==> src/rtl/fp_norm_defs.sv <==
// rtl/fp_norm_defs.sv - shared flag bit positions and overflow exponent constant
`ifndef FP_NORM_DEFS_SV
`define FP_NORM_DEFS_SV

`define FP_NORM_FLAG_ZERO 0
`define FP_NORM_FLAG_UF   1
`define FP_NORM_FLAG_OF   2
`define FP_NORM_FLAG_NX   3
`define FP_NORM_NFLAGS    4

// Exponent reserved for overflow/infinity: all ones at the given width
`define FP_NORM_OF_EXP(ew) {(ew){1'b1}}

`endif

==> src/rtl/fp_norm_pkg.sv <==
// rtl/fp_norm_pkg.sv - flag indices and result classes shared by fp_norm
`include "fp_norm_defs.sv"

package fp_norm_pkg;

  localparam int FLAG_ZERO = `FP_NORM_FLAG_ZERO;
  localparam int FLAG_UF   = `FP_NORM_FLAG_UF;
  localparam int FLAG_OF   = `FP_NORM_FLAG_OF;
  localparam int FLAG_NX   = `FP_NORM_FLAG_NX;
  localparam int NFLAGS    = `FP_NORM_NFLAGS;

  // Outcome of one word; at most one special class applies
  typedef enum logic [1:0] {
    CLS_NORM,
    CLS_ZERO,
    CLS_UF,
    CLS_OF
  } cls_e;

endpackage

==> src/rtl/fp_norm_align.sv <==
// rtl/fp_norm_align.sv - align_s: log-step leading-zero count and left shift
module align_s
  import fp_norm_pkg::*;
#(
  parameter int ORDER = 3,
  parameter int W     = 8
) (
  input  logic [W-1:0]   m_i,
  output logic [W-1:0]   m_o,
  output logic [ORDER:0] cnt_o
);

  // stage[ORDER] is the raw input; each step closes a gap of 2**k zeros
  logic [W-1:0]     stage [0:ORDER];
  logic [ORDER-1:0] zbit;

  assign stage[ORDER] = m_i;

  for (genvar k = 0; k < ORDER; k++) begin : g_stage
    localparam int SH = 1 << k;
    assign zbit[k]  = ~|stage[k+1][W-1 -: SH];
    assign stage[k] = zbit[k] ? (stage[k+1] << SH) : stage[k+1];
  end

  assign m_o = stage[0];
  // An all-zero word walks through every step and still has no leading one
  assign cnt_o = stage[0][W-1] ? {1'b0, zbit} : (ORDER+1)'(W);

endmodule

==> src/rtl/fp_norm.sv <==
// rtl/fp_norm.sv - two-stage normalize/round pipeline; FP_NORM_ROUND_EN selects round-to-nearest-even over truncation
module fp_norm
  import fp_norm_pkg::*;
#(
  parameter int  ORDER = 3,
  parameter int  OW    = 5,
  parameter int  EW    = 6,
  localparam int W     = 1 << ORDER
) (
  input  logic          clk,
  input  logic          rst_n,
  input  logic          in_valid,
  output logic          in_ready,
  input  logic          in_s,
  input  logic [EW-1:0] in_e,
  input  logic [W-1:0]  in_m,
  output logic          out_valid,
  input  logic          out_ready,
  output logic          out_s,
  output logic [EW-1:0] out_e,
  output logic [OW-1:0] out_m,
  output logic          out_zero,
  output logic          out_uf,
  output logic          out_of,
  output logic          out_nx
);

  logic              s1_valid_q, s1_s_q;
  logic [EW-1:0]     s1_e_q;
  logic [W-1:0]      s1_m_q;
  logic [ORDER:0]    s1_cnt_q;
  logic [W-1:0]      algn_m;
  logic [ORDER:0]    algn_cnt;
  logic              s1_load, s2_load;
  logic              s2_valid_q, s2_s_q;
  logic [EW-1:0]     s2_e_q, s2_e_d;
  logic [OW-1:0]     s2_m_q, s2_m_d;
  logic [NFLAGS-1:0] s2_flags_q, s2_flags_d;

  // Handshake depends only on registered valids and out_ready
  assign s2_load  = ~s2_valid_q | out_ready;
  assign s1_load  = ~s1_valid_q | s2_load;
  assign in_ready = rst_n & s1_load;

  align_s #(.ORDER(ORDER), .W(W)) u_align (
    .m_i   (in_m),
    .m_o   (algn_m),
    .cnt_o (algn_cnt)
  );

  // S1: capture sign, exponent, aligned mantissa and its shift count
  always_ff @(posedge clk or negedge rst_n) begin
    if (!rst_n) begin
      s1_valid_q <= 1'b0;
      s1_s_q     <= 1'b0;
      s1_e_q     <= '0;
      s1_m_q     <= '0;
      s1_cnt_q   <= '0;
    end else if (s1_load) begin
      s1_valid_q <= in_valid;
      if (in_valid) begin
        s1_s_q   <= in_s;
        s1_e_q   <= in_e;
        s1_m_q   <= algn_m;
        s1_cnt_q <= algn_cnt;
      end
    end
  end

  logic [OW-1:0] kept, m_rnd;
  logic [W-1:0]  low_bits;
  logic          guard, sticky, carry;

  assign kept     = s1_m_q[W-1 -: OW];
  assign guard    = s1_m_q[W-1-OW];
  // Shifting out kept and guard leaves only the sticky bits
  assign low_bits = s1_m_q << (OW + 1);
  assign sticky   = |low_bits;

`ifdef FP_NORM_ROUND_EN
  logic [OW:0] sum;
  assign sum   = {1'b0, kept} + {{OW{1'b0}}, guard & (sticky | kept[0])};
  assign carry = sum[OW];
  assign m_rnd = carry ? {1'b1, {(OW-1){1'b0}}} : sum[OW-1:0];
`else
  assign carry = 1'b0;
  assign m_rnd = kept;
`endif

  // Two spare bits keep in_e - count + carry free of wraparound
  logic signed [EW+1:0] e_pre, e_fin;
  assign e_pre = $signed({2'b00, s1_e_q}) - $signed({{(EW+1-ORDER){1'b0}}, s1_cnt_q});
  assign e_fin = e_pre + $signed({{(EW+1){1'b0}}, carry});

  cls_e cls;

  // Classify: zero first, then underflow on the unrounded exponent, then overflow
  always_comb begin
    if (s1_cnt_q == (ORDER+1)'(W))
      cls = CLS_ZERO;
    else if (e_pre[EW+1] || (e_pre == '0))
      cls = CLS_UF;
    else if (e_fin >= $signed({2'b00, `FP_NORM_OF_EXP(EW)}))
      cls = CLS_OF;
    else
      cls = CLS_NORM;
  end

  // Build the S2 word for the chosen class
  always_comb begin
    s2_e_d     = '0;
    s2_m_d     = '0;
    s2_flags_d = '0;
    case (cls)
      CLS_ZERO: s2_flags_d[FLAG_ZERO] = 1'b1;
      CLS_UF: begin
        s2_flags_d[FLAG_UF] = 1'b1;
        s2_flags_d[FLAG_NX] = 1'b1;
      end
      CLS_OF: begin
        s2_e_d              = `FP_NORM_OF_EXP(EW);
        s2_flags_d[FLAG_OF] = 1'b1;
        s2_flags_d[FLAG_NX] = 1'b1;
      end
      default: begin
        s2_e_d              = e_fin[EW-1:0];
        s2_m_d              = m_rnd;
        s2_flags_d[FLAG_NX] = guard | sticky;
      end
    endcase
  end

  // S2: output register, held while the consumer stalls
  always_ff @(posedge clk or negedge rst_n) begin
    if (!rst_n) begin
      s2_valid_q <= 1'b0;
      s2_s_q     <= 1'b0;
      s2_e_q     <= '0;
      s2_m_q     <= '0;
      s2_flags_q <= '0;
    end else if (s2_load) begin
      s2_valid_q <= s1_valid_q;
      if (s1_valid_q) begin
        s2_s_q     <= s1_s_q;
        s2_e_q     <= s2_e_d;
        s2_m_q     <= s2_m_d;
        s2_flags_q <= s2_flags_d;
      end
    end
  end

  assign out_valid = s2_valid_q;
  assign out_s     = s2_s_q;
  assign out_e     = s2_e_q;
  assign out_m     = s2_m_q;
  assign out_zero  = s2_flags_q[FLAG_ZERO];
  assign out_uf    = s2_flags_q[FLAG_UF];
  assign out_of    = s2_flags_q[FLAG_OF];
  assign out_nx    = s2_flags_q[FLAG_NX];

endmodule
==> config.mk <==
export PLATFORM = sky130hd
export DESIGN_NAME = fp_norm
export DESIGN_NICKNAME = d
export VERILOG_FILES = /design/src/rtl/fp_norm_pkg.sv /design/src/rtl/fp_norm_align.sv /design/src/rtl/fp_norm.sv
export VERILOG_INCLUDE_DIRS = /design/src /design/src/rtl
export SDC_FILE = /design/constraint.sdc
export NUM_CORES = 1
export LEC_CHECK = 0
export ABC_CLOCK_PERIOD_IN_PS = 2750
export CAP_MARGIN = 30
export CELL_PAD_IN_SITES_DETAIL_PLACEMENT = 0
export CELL_PAD_IN_SITES_GLOBAL_PLACEMENT = 2
export CORE_UTILIZATION = 32
export CTS_CLUSTER_SIZE = 40
export DETAILED_ROUTE_END_ITERATION = 7
export GPL_TIMING_DRIVEN = 0
export PLACE_DENSITY = 0.82
export SYNTH_ARGS = -nofsm -noshare
export SYNTH_HDL_FRONTEND = slang
export SYNTH_SLANG_ARGS = --single-unit
==> constraint.sdc <==
create_clock -name clk -period 2.75 [get_ports clk]
set_input_delay 0.6875 -clock clk [delete_from_list [all_inputs] [get_ports clk]]
set_output_delay 0.6875 -clock clk [all_outputs]
set_load 0.03 [all_outputs]
Word-level counts from Yosys, hierarchy flattened
Cells that the tools add are included.
{"block": "word_totals", "register_bits": 37, "inputBits": 19, "out_inout_bits": 18, "word_cells": 48}
{"block": "op_classes", "n_addsub": 1, "n_lt_le_gt_ge": 1, "eq_ne": 4, "mux": 13, "n_bitwise": 6, "n_reduce_logical": 13}
{"operator": "$mux W8", "n": 3}
{"operator": "$pmux W6 S2", "n": 1}
{"operator": "$logic_not A8 Y1", "n": 1}
{"operator": "$reduce_or A2 Y1", "n": 4}
{"operator": "$ge A7 B7 Y1 const B", "n": 1}
{"operator": "$sub A6 B4 Y7", "n": 1}
{"operator": "$mux W2", "n": 3}
{"operator": "$mux W5", "n": 1}
{"operator": "$eq A2 B2 Y1 const B", "n": 2}
{"operator": "$eq A4 B4 Y1 const B", "n": 1}
{"operator": "$mux W4", "n": 1}
{"operator": "$reduce_and A2 Y1", "n": 2}
{"operator": "$reduce_or A4 Y1", "n": 1}
{"operator": "$logic_not A1 Y1", "n": 3}
{"operator": "$mux W1", "n": 3}
{"operator": "$or A1 B1 Y1", "n": 3}
{"operator": "$reduce_or A3 Y1", "n": 1}
{"operator": "$eq A2 B1 Y1 const B", "n": 1}
{"operator": "$not A1 Y1", "n": 2}
{"operator": "$pmux W1 S2", "n": 1}
{"operator": "$and A1 B1 Y1", "n": 1}
{"operator": "$logic_or A1 B1 Y1", "n": 1}

Longest topological paths before layout
Gate-level depths: netlist of the first run.
{"block": "depth", "ltp_word": 8, "depth_mapped": 9, "ltp_nobuf": 9}

Cells and area by module
A second synthesis of the first run with hierarchy kept.
{"block": "hier_totals", "cells_unflattened": 194, "hier_area_um2": 2072.0}
{"mod": "fp_norm", "instances": 1, "cells_each": 137, "area_each_um2": 1701.6}
{"mod": "align_s", "instances": 1, "cells_each": 57, "area_each_um2": 370.4}

Least setup slack after synthesis of the first run
OpenSTA, ideal clock, no wires.
{"block": "synth_path", "kind": "flip-flop to flip-flop", "from": "reg s1_e_q[0]", "to": "reg s2_m_q[0] (netlist: out_m[0])", "arrival_time_ns": 2.275, "t_required_ns": 2.684, "setup_slack_ns": 0.409, "path_stages_with_launch": 10, "cell_sequence": "dfrtp_1 > inv_1 > ha_1 > inv_1 > fa_1 > and3_2 > or3_1 > and4_4 > nor4_4 > a22o_1"}
{"block": "synth_via", "elab_chain_len": 8, "word_cells_on_any_way": 12}
{"item": "from (decl)", "line": "fp_norm.sv:29", "source": "logic [EW-1:0] s1_e_q;"}
{"item": "from (signal assigned)", "line": "fp_norm.sv:63", "source": "s1_e_q <= in_e;"}
{"item": "$sub A6 B4 Y7 *", "line": "fp_norm.sv:92", "source": "assign e_pre = $signed({2'b00, s1_e_q}) - $signed({{(EW+1-ORDER){1'b0}}, s1_cnt_q});"}
{"item": "$ge A7 B7 Y1 / $logic_not A8 Y1 (equally long branches)", "line": "fp_norm.sv:103, fp_norm.sv:101"}
{"item": "$mux W2 / $logic_or A1 B1 Y1 (equally long branches)", "line": "fp_norm.sv:103, fp_norm.sv:101"}
{"item": "$mux W2 *", "line": "fp_norm.sv:101", "source": "else if (e_pre[EW+1] || (e_pre == '0))"}
{"item": "$mux W2 *", "line": "fp_norm.sv:99", "source": "if (s1_cnt_q == (ORDER+1)'(W))"}
{"item": "$eq A2 B2 Y1 / $eq A2 B1 Y1 (equally long branches)", "line": "fp_norm.sv:114", "source": "case (cls)"}
{"item": "$reduce_or A3 Y1 (no source line) *"}
{"item": "$mux W5 *", "line": "fp_norm.sv:114"}
{"item": "to (signal assigned)", "line": "fp_norm.sv:146", "source": "s2_m_q <= s2_m_d;"}
{"item": "to (decl)", "line": "fp_norm.sv:37", "source": "logic [OW-1:0] s2_m_q, s2_m_d;"}
Mark *: on every way between the ends. The rest lies on a longest branch, timed or not.
A chain may end at the register's enable or synchronous reset.

Worst setup path in the final report of the first run
{"block": "layout_path", "from": "reg s1_e_q[0]", "to": "reg s2_m_q[2] (netlist: out_m[2])"}
The elaborated chain is that of the path after synthesis.

==> flow_summary.ini, run 1 <==
[status]
status = finished, final reports clean

[yosys]
yosys.area_share.xor_xnor_pct = 0.872
ys_ff_latch = 37
synthMuxAreaShare_pct = 1.68
ys_seq_area_share_pct = 46.1
yosysUniqueCellTypes = 48
ys_warn_count = 0
synthAdderAreaFrac_pct = 3.49
synth_area_leaders = dfrtp_1 46%, nand2_1 8.4%, o21ai_0 4.0%
synth_compound_area_share_pct = 20.9
synthFlopType = dfrtp_1
synth_top_family_by_area = simple AND/OR/NAND/NOR gates
postSynthAreaPerCell_um2 = 9.21
async_flop_share_pct = 100
yosys.area_share.simple_pct = 23.4
synth_cells = 218
syn-cell-area_mm2 = 0.00201
post-synth-top-area-cell = dfrtp_1
syn_nets = 242
synth-edff-count = 0
yosys.area.top_type_share_pct = 46.1

[critical_path]
r2r_cells = 9
cp.depth = 9
cp_top_family = simple AND/OR/NAND/NOR gates
worstPathRequired_ns = 2.97
cp.arrival_ns = 2.82
cpMostUsedCell = inv_1
critPathLaunchType = flop
slowest_delay_ns = 0.43
criticalPathCategory = reg2reg
crit_fanout = 5
cp-end-kind = flop
critical_path.cell_chain = inv_1 > ha_1 > inv_1 > fa_1 > and3_2 > or3_1 > and4_4 > nor4_4 > a22o_1
critPathBufInv = 2
cp_slowest_cell = nor4_4

[routing]
ant_nets = 0
drtPass1Iterations = 4
wl_per_cell_um = 14.3
wl_um = 4790
drtIter0Drc = 48
drcViolationCount = 0
vias_per_cell = 5.11
via_count = 1707

[clock_network]
cts_setup_buffers = 0
clk_latency_ns = 0.28
cts_made_buffers = 5
cts-root-buf = clkbuf_8
cts_max_level = 2
clock_sinks = 37
cts.clk_slew.worst_paths_ns = 0.07
cts_max_path_buffers = 2
tritoncts = yes

[timing]
skew_ns = 0.00517
tns_ns = 0
setup_viol = 0
drv_slew = 0
max_slew.worst_pin.slew_ns = 0.582
rsz0062_at_grt = false
max-slew-margin-rel_pct = 61.2
hold_viol = 0
period_share_pct = 94.6
period_needed_ns = 2.60
fmax_mhz = 385
setup_slack_ns = 0.150

[placed_design]
portBuffers = 34
dpl-instance-area_mm2 = 0.00244
place_congestion = 0.850
place_hpwl_um = 3620
dp_slack_ns = -0.230

[final_layout]
synthToLayoutAreaGrowth_pct = 27.0
fillCellCount = 622
final_area_mm2 = 0.00255
drive_gt1_share_pct = 8.11
antenna_cells = 0
fin_util_pct = 42.6
nNetsFinal = 283

[min_path]
hold_path.class = in2async

[global_route]
grtUsageMet2_pct = 27.8
grt_pass1_vias = 1691
use_met3_pct = 2.70
grt_util_met1_pct = 22.0
gr-max-usage-layer = met2
grt_pass1_wl_um = 8310
grt_max_degree = 39
grt_usage_pct = 16.6
grt-ovfl-total = 0
antenna_found_initial = 0

[power_and_ir_drop]
powerDensity_mw_per_mm2 = 702
ir_drop_uv = 403
power_uw = 1790
p_leak_uw = 0.00108

[floorplanning]
dieArea_mm2 = 0.00660
rows = 28
fp.dieW_um = 81.2
die_y_um = 81.2
initial_core_util_pct = 33.5
ios = 37
core_mm2 = 0.00599

[flow_run]
cap_violations = 0
[through the flow]
step / std cells / hold WS [ns]
after floorplan: 218 / 0.392
after global placement: 327 / 0.452
after detailed placement: 327 / 0.462
after CTS: 334 / 0.376
after global routing: 334 / 0.395
final: 334 / 0.368
[final timing paths]
path                       slack (ns)          end      start
min in group clk                 0.48    s1_m_q[0]  s1_m_q[0]
hold / removal                   0.37     out_e[1]      rst_n
max in group asynchronous        2.04  s1_cnt_q[2]      rst_n
hold reg to reg                  0.48    s1_m_q[0]  s1_m_q[0]
setup reg to reg                 0.15     out_m[2]  s1_e_q[0]
setup / recovery                 0.15     out_m[2]  s1_e_q[0]
[repair_timing]
action                     CTS  global route
setup endpoints to repair    1             3
resized for setup            2             1
pin swaps                    0             0
hold buffers                 0             0
[synth_stat cells, types with 2 or more instances]
library cell and number:
nand2_1 45, dfrtp_1 37, o21ai_0 16, a21oi_1 13, nor2_1 11, inv_1 10
clkbuf_1 9, o31ai_1 8, a22o_1 6, nand3_1 6, nand2b_1 5, ha_1 4
and2_1 3, mux2_2 3, nor3_1 3, a22oi_1 2, and3_2 2, nand3b_1 2
nor4_4 2, o21bai_1 2, or3_1 2
[state kept, by name, indices dropped and copies added (netlist names)]
name / cells
s1_e_q: 6
s1_valid_q: 1
out_s: 1
out_m: 5
out_e: 6
s1_m_q: 8
s1_cnt_q: 4
s2_flags_q: 4
s1_s_q: 1
out_valid: 1
[cells by family after synthesis]
group                      after synthesis
AOI/OAI and AO/OA                       61
muxes                                    3
buffers and inverters                   19
and+or+nand+nor                         91
adders and majority gates                5
DFF                                     37
xor gates and xnor gates                 2
[final cells by class]
type | count | area, um^2 | area share (%)
timing repair buffer | 34 | 337 | 13.2
clock buffer | 5 | 68.8 | 2.70
tap | 75 | 93.8 | 3.68
sequential | 37 | 926 | 36.3
buffer | 9 | 33.8 | 1.32
clock inverter | 2 | 35.0 | 1.37
inverter | 10 | 37.5 | 1.47
multi-input combinational | 162 | 1020 | 39.9
[routing by layer]
metal,vias to the layer above,part of all wire [%]
met2,42,47
li1,863,-
met4,0,1.1
met3,5,3.3
met1,797,49
met5,-,0
[cells in the final DEF, fill, tap and decap left out, types with 8 or more instances in the layout]
cell	n
nand2_1	45
dfrtp_1	37
clkdlybuf4s50_1	32
o21ai_0	16
a21oi_1	13
nor2_1	11
inv_1	10
clkbuf_1	9
o31ai_1	8
[report_power, final]
group	internal, uW	total, uW	switching [uW]
sequential	642	700	57.3
clock	263	444	180
combinational	270	647	377
total	1180	1790	615
No activity file was read; power rests on OpenSTA's default activity.
==> run 2, diff against run 1 <==
--- a/config.mk
+++ b/config.mk
@@ -11,6 +11,7 @@
 export CELL_PAD_IN_SITES_DETAIL_PLACEMENT = 0
 export CELL_PAD_IN_SITES_GLOBAL_PLACEMENT = 2
 export CORE_UTILIZATION = 32
+export CTS_CLUSTER_DIAMETER = 120
 export CTS_CLUSTER_SIZE = 40
 export DETAILED_ROUTE_END_ITERATION = 7
 export GPL_TIMING_DRIVEN = 0
==> results of run 2 <==
Same layout as run 1: the final DEF is identical, and so are final timing and power.
